`src/rtl/full_adder_pkg.sv`:
```
// Shared constants for the adder family; the leaf cell is one bit wide.
// Pure definitions: no logic, no latency, no backpressure.
package full_adder_pkg;
  localparam int FA_WIDTH = 1;
endpackage

```
`src/rtl/full_adder_half_adder.sv`:
```
// Half adder leaf: sum = x ^ y, carry = x & y.
// Purely combinational, zero latency, no backpressure.
module full_adder_half_adder
  import full_adder_pkg::*;
(
  input  logic [FA_WIDTH-1:0] x,
  input  logic [FA_WIDTH-1:0] y,
  output logic [FA_WIDTH-1:0] sum,
  output logic [FA_WIDTH-1:0] carry
);
  assign sum   = x ^ y;
  assign carry = x & y;
endmodule

```
`src/rtl/full_adder.sv`:
```
// One-bit full adder with combinational S/Cout/P and a registered copy (1-cycle latency).
// No handshake or backpressure; sync reset clears only the registered copy.
module full_adder
  import full_adder_pkg::*;
(
  input  logic                clk,
  input  logic                rst,
  input  logic [FA_WIDTH-1:0] a,
  input  logic [FA_WIDTH-1:0] b,
  input  logic [FA_WIDTH-1:0] Cin,
  output logic [FA_WIDTH-1:0] S,
  output logic [FA_WIDTH-1:0] Cout,
  output logic [FA_WIDTH-1:0] P,
  output logic [FA_WIDTH-1:0] S_q,
  output logic [FA_WIDTH-1:0] Cout_q,
  output logic [FA_WIDTH-1:0] P_q
);
  logic [FA_WIDTH-1:0] ab_sum;
  logic [FA_WIDTH-1:0] ab_carry;
  logic [FA_WIDTH-1:0] pc_carry;

  full_adder_half_adder u_ha_ab (
    .x     (a),
    .y     (b),
    .sum   (ab_sum),
    .carry (ab_carry)
  );

  full_adder_half_adder u_ha_pc (
    .x     (ab_sum),
    .y     (Cin),
    .sum   (S),
    .carry (pc_carry)
  );

  // Propagate is the first stage's sum so skip/lookahead stages can tap it.
  assign P    = ab_sum;
  assign Cout = ab_carry | pc_carry;

  always_ff @(posedge clk) begin
    if (rst) begin
      S_q    <= '0;
      Cout_q <= '0;
      P_q    <= '0;
    end else begin
      S_q    <= S;
      Cout_q <= Cout;
      P_q    <= P;
    end
  end
endmodule

```
`config.mk`:
```
export PLATFORM = sky130hd
export DESIGN_NAME = full_adder
export DESIGN_NICKNAME = d
export VERILOG_FILES = /design/src/rtl/full_adder_pkg.sv /design/src/rtl/full_adder_half_adder.sv /design/src/rtl/full_adder.sv
export SDC_FILE = /design/constraint.sdc
export NUM_CORES = 1
export LEC_CHECK = 0
export ABC_AREA = 1
export CAP_MARGIN = 20
export CORE_AREA = 2 2 39 41
export DETAILED_ROUTE_END_ITERATION = 8
export DIE_AREA = 0 0 41 43
export MAX_ROUTING_LAYER = met4
export PLACE_DENSITY = 0.39
export SYNTH_ARGS = -nofsm -noshare
export SYNTH_HDL_FRONTEND = slang
export SYNTH_HIERARCHICAL = 1
export SYNTH_SLANG_ARGS = --single-unit
```
`constraint.sdc`:
```
create_clock -name clk -period 1.3 [get_ports clk]
set_clock_uncertainty 0.15 [all_clocks]
set_input_delay 0.13 -clock clk [delete_from_list [all_inputs] [get_ports clk]]
set_output_delay 0.13 -clock clk [all_outputs]
set_load 0.02 [all_outputs]
```
==> impl_metrics.py <==
metrics = {
    "outcome": {
        "status": "finished, violations left",
        "violations": "setup timing",
    },
    "finish": {
        "num_antenna_cells": 0,
        "drive_gt1_share_pct": 40.7,
        "syn_to_final_growth_pct": 148,
        "mostFrequentLayoutCells": "3 x dfxtp_1, 3 x inv_1, 3 x nor2_1, 3 x clkbuf_4, 3 x dlygate4sd2_1",
        "final_cells": 43,
        "fin_nets": 35,
    },
    "grt": {
        "grt_overflow": 0,
        "grt_first_pass_wirelength_um": 531,
        "track_usage_pct": 6.17,
        "grt_max_degree": 4,
        "antenna_found_initial": 0,
        "grt_pass1_vias": 142,
    },
    "clock_network": {
        "ctsHoldBuffers": 0,
        "cts_made_buffers": 3,
        "tritoncts": "done",
        "h-tree-depth": 1,
        "cts_buffer_depth": 2,
        "clock_sinks": 3,
        "clk_pin_slew_ns": 0.04,
        "root_buffer": "clkbuf_4",
        "cts_setup_buffers": 0,
    },
    "sta": {
        "setup_ws_ns": -0.000327,
        "rsz0062_at_grt": "true",
        "finalHoldViolCount": 0,
        "post-route-period-util_pct": 100,
        "fin_tns_setup_ns": -0.000327,
        "maxSlewHeadroom_pct": 86.2,
        "fmax_mhz": 769,
        "hold_slack_ns": 0.140,
        "setup_viol": 1,
        "slew_viol_final": 0,
        "fin_crit_ns": 1.30,
        "worstMarginPinSlew_ns": 0.208,
    },
    "critical_path": {
        "critPathSlowestCell": "clkdlybuf4s50_1",
        "crit_required_ns": 1.02,
        "crit_chain": "clkdlybuf4s50_1 -> ha_2 -> buf_6",
        "startpoint_type": "primary input",
        "crit_buf_inv": 2,
        "arrival_ns": 1.02,
        "end_kind": "output pin",
        "cp_max_fo": 2,
        "path_delay_family": "buffers and inverters",
        "crit_type": "in2out",
        "max_stage_delay_ns": 0.47,
    },
    "floorplanning": {
        "placementRows": 14,
        "start_util_pct": 8.23,
        "die_height_um": 43,
        "io_pins": 11,
        "dieArea_um2": 1760,
        "die_x_um": 41,
        "core_area_um2": 1380,
    },
    "power": {
        "max-vdd-ir-drop_mv": 0.296,
        "powerDensity_nw_per_um2": 1340,
        "leakagePower_nw": 0.138,
    },
    "detailed_routing": {
        "viasPerCell": 2.86,
        "routedWlPerCell_um": 8.28,
        "routed_wl_um": 356,
        "vias": 123,
        "firstDrtPassIters": 2,
        "drc": 0,
        "drtAntennaViolNets": 0,
        "drt_iter0_drc": 1,
    },
    "synth": {
        "synthAdderAreaFrac_pct": 22.0,
        "synth_mux_area_share_pct": 0,
        "yosys.area_share.simple_pct": 15.4,
        "seq_area_frac_synth_pct": 52.7,
        "synth_xor_area_share_pct": 0,
        "yosysWarningCount": 6,
        "synth-compound-area-share_pct": 0,
        "synth_top_family_by_area": "adder cells",
        "avgSynthCellArea_um2": 9.49,
        "synth_cell_types": 5,
        "ys_ff_latch": 3,
        "syn_inst": 12,
        "synth_fp_nets": 19,
        "syn_area_um2": 114,
    },
    "place": {
        "port_buffers": 10,
        "place_congestion": 0.531,
        "place_inst": 39,
    },
    "job": {
        "cap_violations": 0,
    },
    "worst_hold_path": {
        "hp-class": "in2reg",
    },
}
final cells by class:
cell class | count | area, um^2
timing repair buffer | 11 | 103
tap | 16 | 20.0
multi-input combinational | 6 | 62.6
clock buffer | 4 | 26.3
inverter | 3 | 11.3
fill | 164 | 1100
sequential | 3 | 60.1
through the flow:
step / utilization, % / power, mW / cell area [um^2] / setup slack, ns
after floorplan: - / 0.151 / 114 / 0.0147
after global placement: 17.5 / 0.205 / 241 / -0.739
after detailed placement: 17.5 / 0.205 / 241 / -0.746
after CTS: 20.1 / 0.380 / 278 / -0.00646
after global routing: 20.4 / 0.412 / 283 / -0.0173
final: 20.4 / 0.378 / 283 / -0.000327
Yosys cell counts (all sizes together):
cell   instances  area [um^2]
inv            3         11.3
dfxtp          3         60.1
ha             2         25.0
nor2           4         17.5
cell families (layout without fill, tap and decap cells):
kind of cell               after synthesis  in the layout
adders and majority gates                2              2
buffers and inverters                    3             18
DFF                                      3              3
and+or+nand+nor                          4              4
layer usage:
layer | GRT usage, % | wire (um)
met1 | 6.09 | 167
met2 | 5.31 | 120
met3 | 6.28 | 68
met4 | 8.00 | 0
met5 | - | 0
what timing repair did:
item / CTS / global route
endpoints found under the setup margin: 6 / 2
gates resized for setup: 26 / 1
gates cloned: 0 / 0
pin swaps: 3 / 0
endpoints found under the hold margin: 0 / 0
state kept, by name, summed over array words and instances, names as in the netlist:
| register | flops |
|---|---|
| P_q | 1 |
| S_q | 1 |
| Cout_q | 1 |
report_power, final:
| part | internal (mW) | total, mW | switching [mW] |
|---|---|---|---|
| sequential | 0.100 | 0.102 | 0.00154 |
| combinational | 0.0527 | 0.105 | 0.0520 |
| clock | 0.116 | 0.172 | 0.0561 |
worst paths after layout:
kind / from / end / slack [ns] / cells after the start
hold / removal: a / Cout_q / 0.14 / 4
setup / recovery: Cin / S / -0.0003 / 3
(Power assumes the default switching activity.)
==> patch (config.mk and constraints unchanged) <==
The output `Cout_q` loses its register stage (`Cout_q` becomes a continuous assignment).
--- a/src/rtl/full_adder.sv
+++ b/src/rtl/full_adder.sv
@@ -40,13 +40,13 @@
   always_ff @(posedge clk) begin
     if (rst) begin
       S_q    <= '0;
-      Cout_q <= '0;
       P_q    <= '0;
     end else begin
       S_q    <= S;
-      Cout_q <= Cout;
       P_q    <= P;
     end
   end
+
+  assign Cout_q = Cout;
 endmodule
 
Function: changed (a bounded check fails within 4 cycles, from zero or initial values and one cycle with rst high).
==> patch against the unedited design <==
Largest power group unchanged. Global-route usage shrank 0.22 points. Design area shrank 8.4%. Sequential power shrank 33%. Sequential cell count shrank 1. Power shrank 19%. Maximum frequency grew 3.1%. Routed wire length grew 0.56%. Area after synthesis shrank 13%. Setup slack gained 0.040 ns.
==> patch: results (changes against the unedited design) <==
Outcome
  • Status: completed

Logic synthesis
  • Yosys top cell area share: 0.405 (-0.122)
  • Sequential cell area fraction in the yosys report: 0.405 (-0.122)
  • Synth area leaders: dfxtp_1 41%, ha_1 25%, inv_1 15%
  • Ys flop type: dfxtp_1
  • Synth top cells by count: 4 x inv_1, 2 x dfxtp_1, 2 x ha_1, 2 x nor2_1
  • Mapped Avg Cell Area: 8.24 sq um (-13%)
  • Yosys Warn Count: 6 (unchanged)
  • Fraction of registers with async set/reset: 0 (unchanged)
  • Count of cell types in the netlist: 6 (+1)
  • Synth Net Count: 19 (unchanged)

Power
  • Peak supply drop: 0.274 mV (-7.3%)
  • Static Leak: 0.128 nW (-7.8%)
  • Sw Share: 0.283 (-0.00729)

Detailed routing
  • Total wire length: 358 um (+0.56%)
  • Remaining antenna violation count: 0 (unchanged)
  • Initial DRT Pass Iterations: 1 (-1)
  • DR iter-0 viols: 0 (-1)
  • Vias per std cell: 3.02 (+5.7%)

Worst hold path
  • Min-Delay Path Class: in2reg
  • Worst Hold Path EP: P_q
  • Hold_sp: b
  • Min-Delay Path Depth: 5 (+1)

CTS
  • Clock root buffer: clkbuf_4
  • H-tree Lvls: 1 (unchanged)
  • Total CTS buffers: 3 (unchanged)
  • Reg clk slew, reported paths: 0.03 ns
  • Max Buffers Root-to-Sink: 2 (unchanged)

Worst setup path
  • Worst-path fanout max: 2 (unchanged)

Placed design
  • # port buffers: 10 (unchanged)
  • Placed Cells: 38 (-2.6%)
  • Post-DP HPWL: 266 um
  • Dpl ws: -0.782 ns (-0.0359 ns)
  • Global placer's final weighted congestion: 0.564 (+6.3%)
  • Dpl cell area: 224 sq um (-7.3%)

Finish
  • Biggest regs: P_q (1), S_q (1)
  • Fraction of layout cells with a size suffix above 1: 0.520 (+0.113)
  • Ant. Diodes: 0 (unchanged)
  • Layout Nets: 34 (-2.9%)
  • Fin cells: 41 (-4.7%)

Timing
  • Final hold slack: 0.250 ns (+0.110 ns)
  • Worst slew margin: 0.860 (-0.00143)

Global route
  • Largest net degree at the start of global routing: 3 (-1)
  • Global router's overall resource usage: 0.0595 (-0.00218)
  • Vias in the first global route: 137 (-3.5%)
  • Initial antenna violation count: 0 (unchanged)
  • First-pass GRT wire length: 524 um (-1.3%)
-- patch: how the worst max path moves through the flow --
stage / start / end / slack (ns) / depth (start not counted)
CTS: b / Cout_q / 0.003 / 6
floorplan: a / Cout_q / 0.05 / 5
global placement: b / S / -0.76 / 4
global route: a / Cout_q / 0.01 / 6
finish: a / Cout_q / 0.04 / 6
detailed placement: b / S / -0.78 / 4
-- patch: area by class of cell --
class	count	area (sq um)
Tap cell	16	20.0
Inverter	4	15.0
Sequential cell	2	40.0
Multi-Input combinational cell	5	63.8
Clock buffer	3	22.5
Fill cell	168	1120
Timing Repair Buffer	11	97.6
-- patch: repair_timing --
| item | CTS | global route |
|---|---|---|
| buffers inserted | 0 | 0 |
| pin swaps | 2 | 1 |
| hold endpoints to repair | 0 | 0 |
| gates resized for setup | 29 | 1 |
| endpoints found under the setup margin | 7 | 1 |
-- patch: cell families after synthesis --
group,after synthesis,share of synthesized area
adders and majority gates,2,0.253
buffers and inverters,5,0.228
DFF,2,0.405
and+or+nand+nor,3,0.114
-- patch: routing by layer --
layer	up-vias	part of all wire	wire [um]	global-route usage
met3	0	0.25	88	0.0681
met5	-	0	0	-
met1	52	0.44	157	0.0510
met4	0	0	0	0.0800
met2	11	0.32	113	0.0531
li1	61	-	-	-
-- patch: worst max-delay path, cell delays in order --
cell	delay (ns)
clkdlybuf4s15_2	0.20
ha_4	0.23
ha_4	0.15
inv_1	0.05
nand2_2	0.07
buf_4	0.16
-- patch: power by group through the flow --
stage               combinational (mW)  clock (mW)  sequential [mW]
floorplan                       0.0441           0           0.0774
global placement                 0.104           0           0.0697
detailed placement               0.105           0           0.0701
CTS                              0.108       0.145           0.0690
global route                     0.114       0.150           0.0695
finish                           0.105       0.134           0.0688
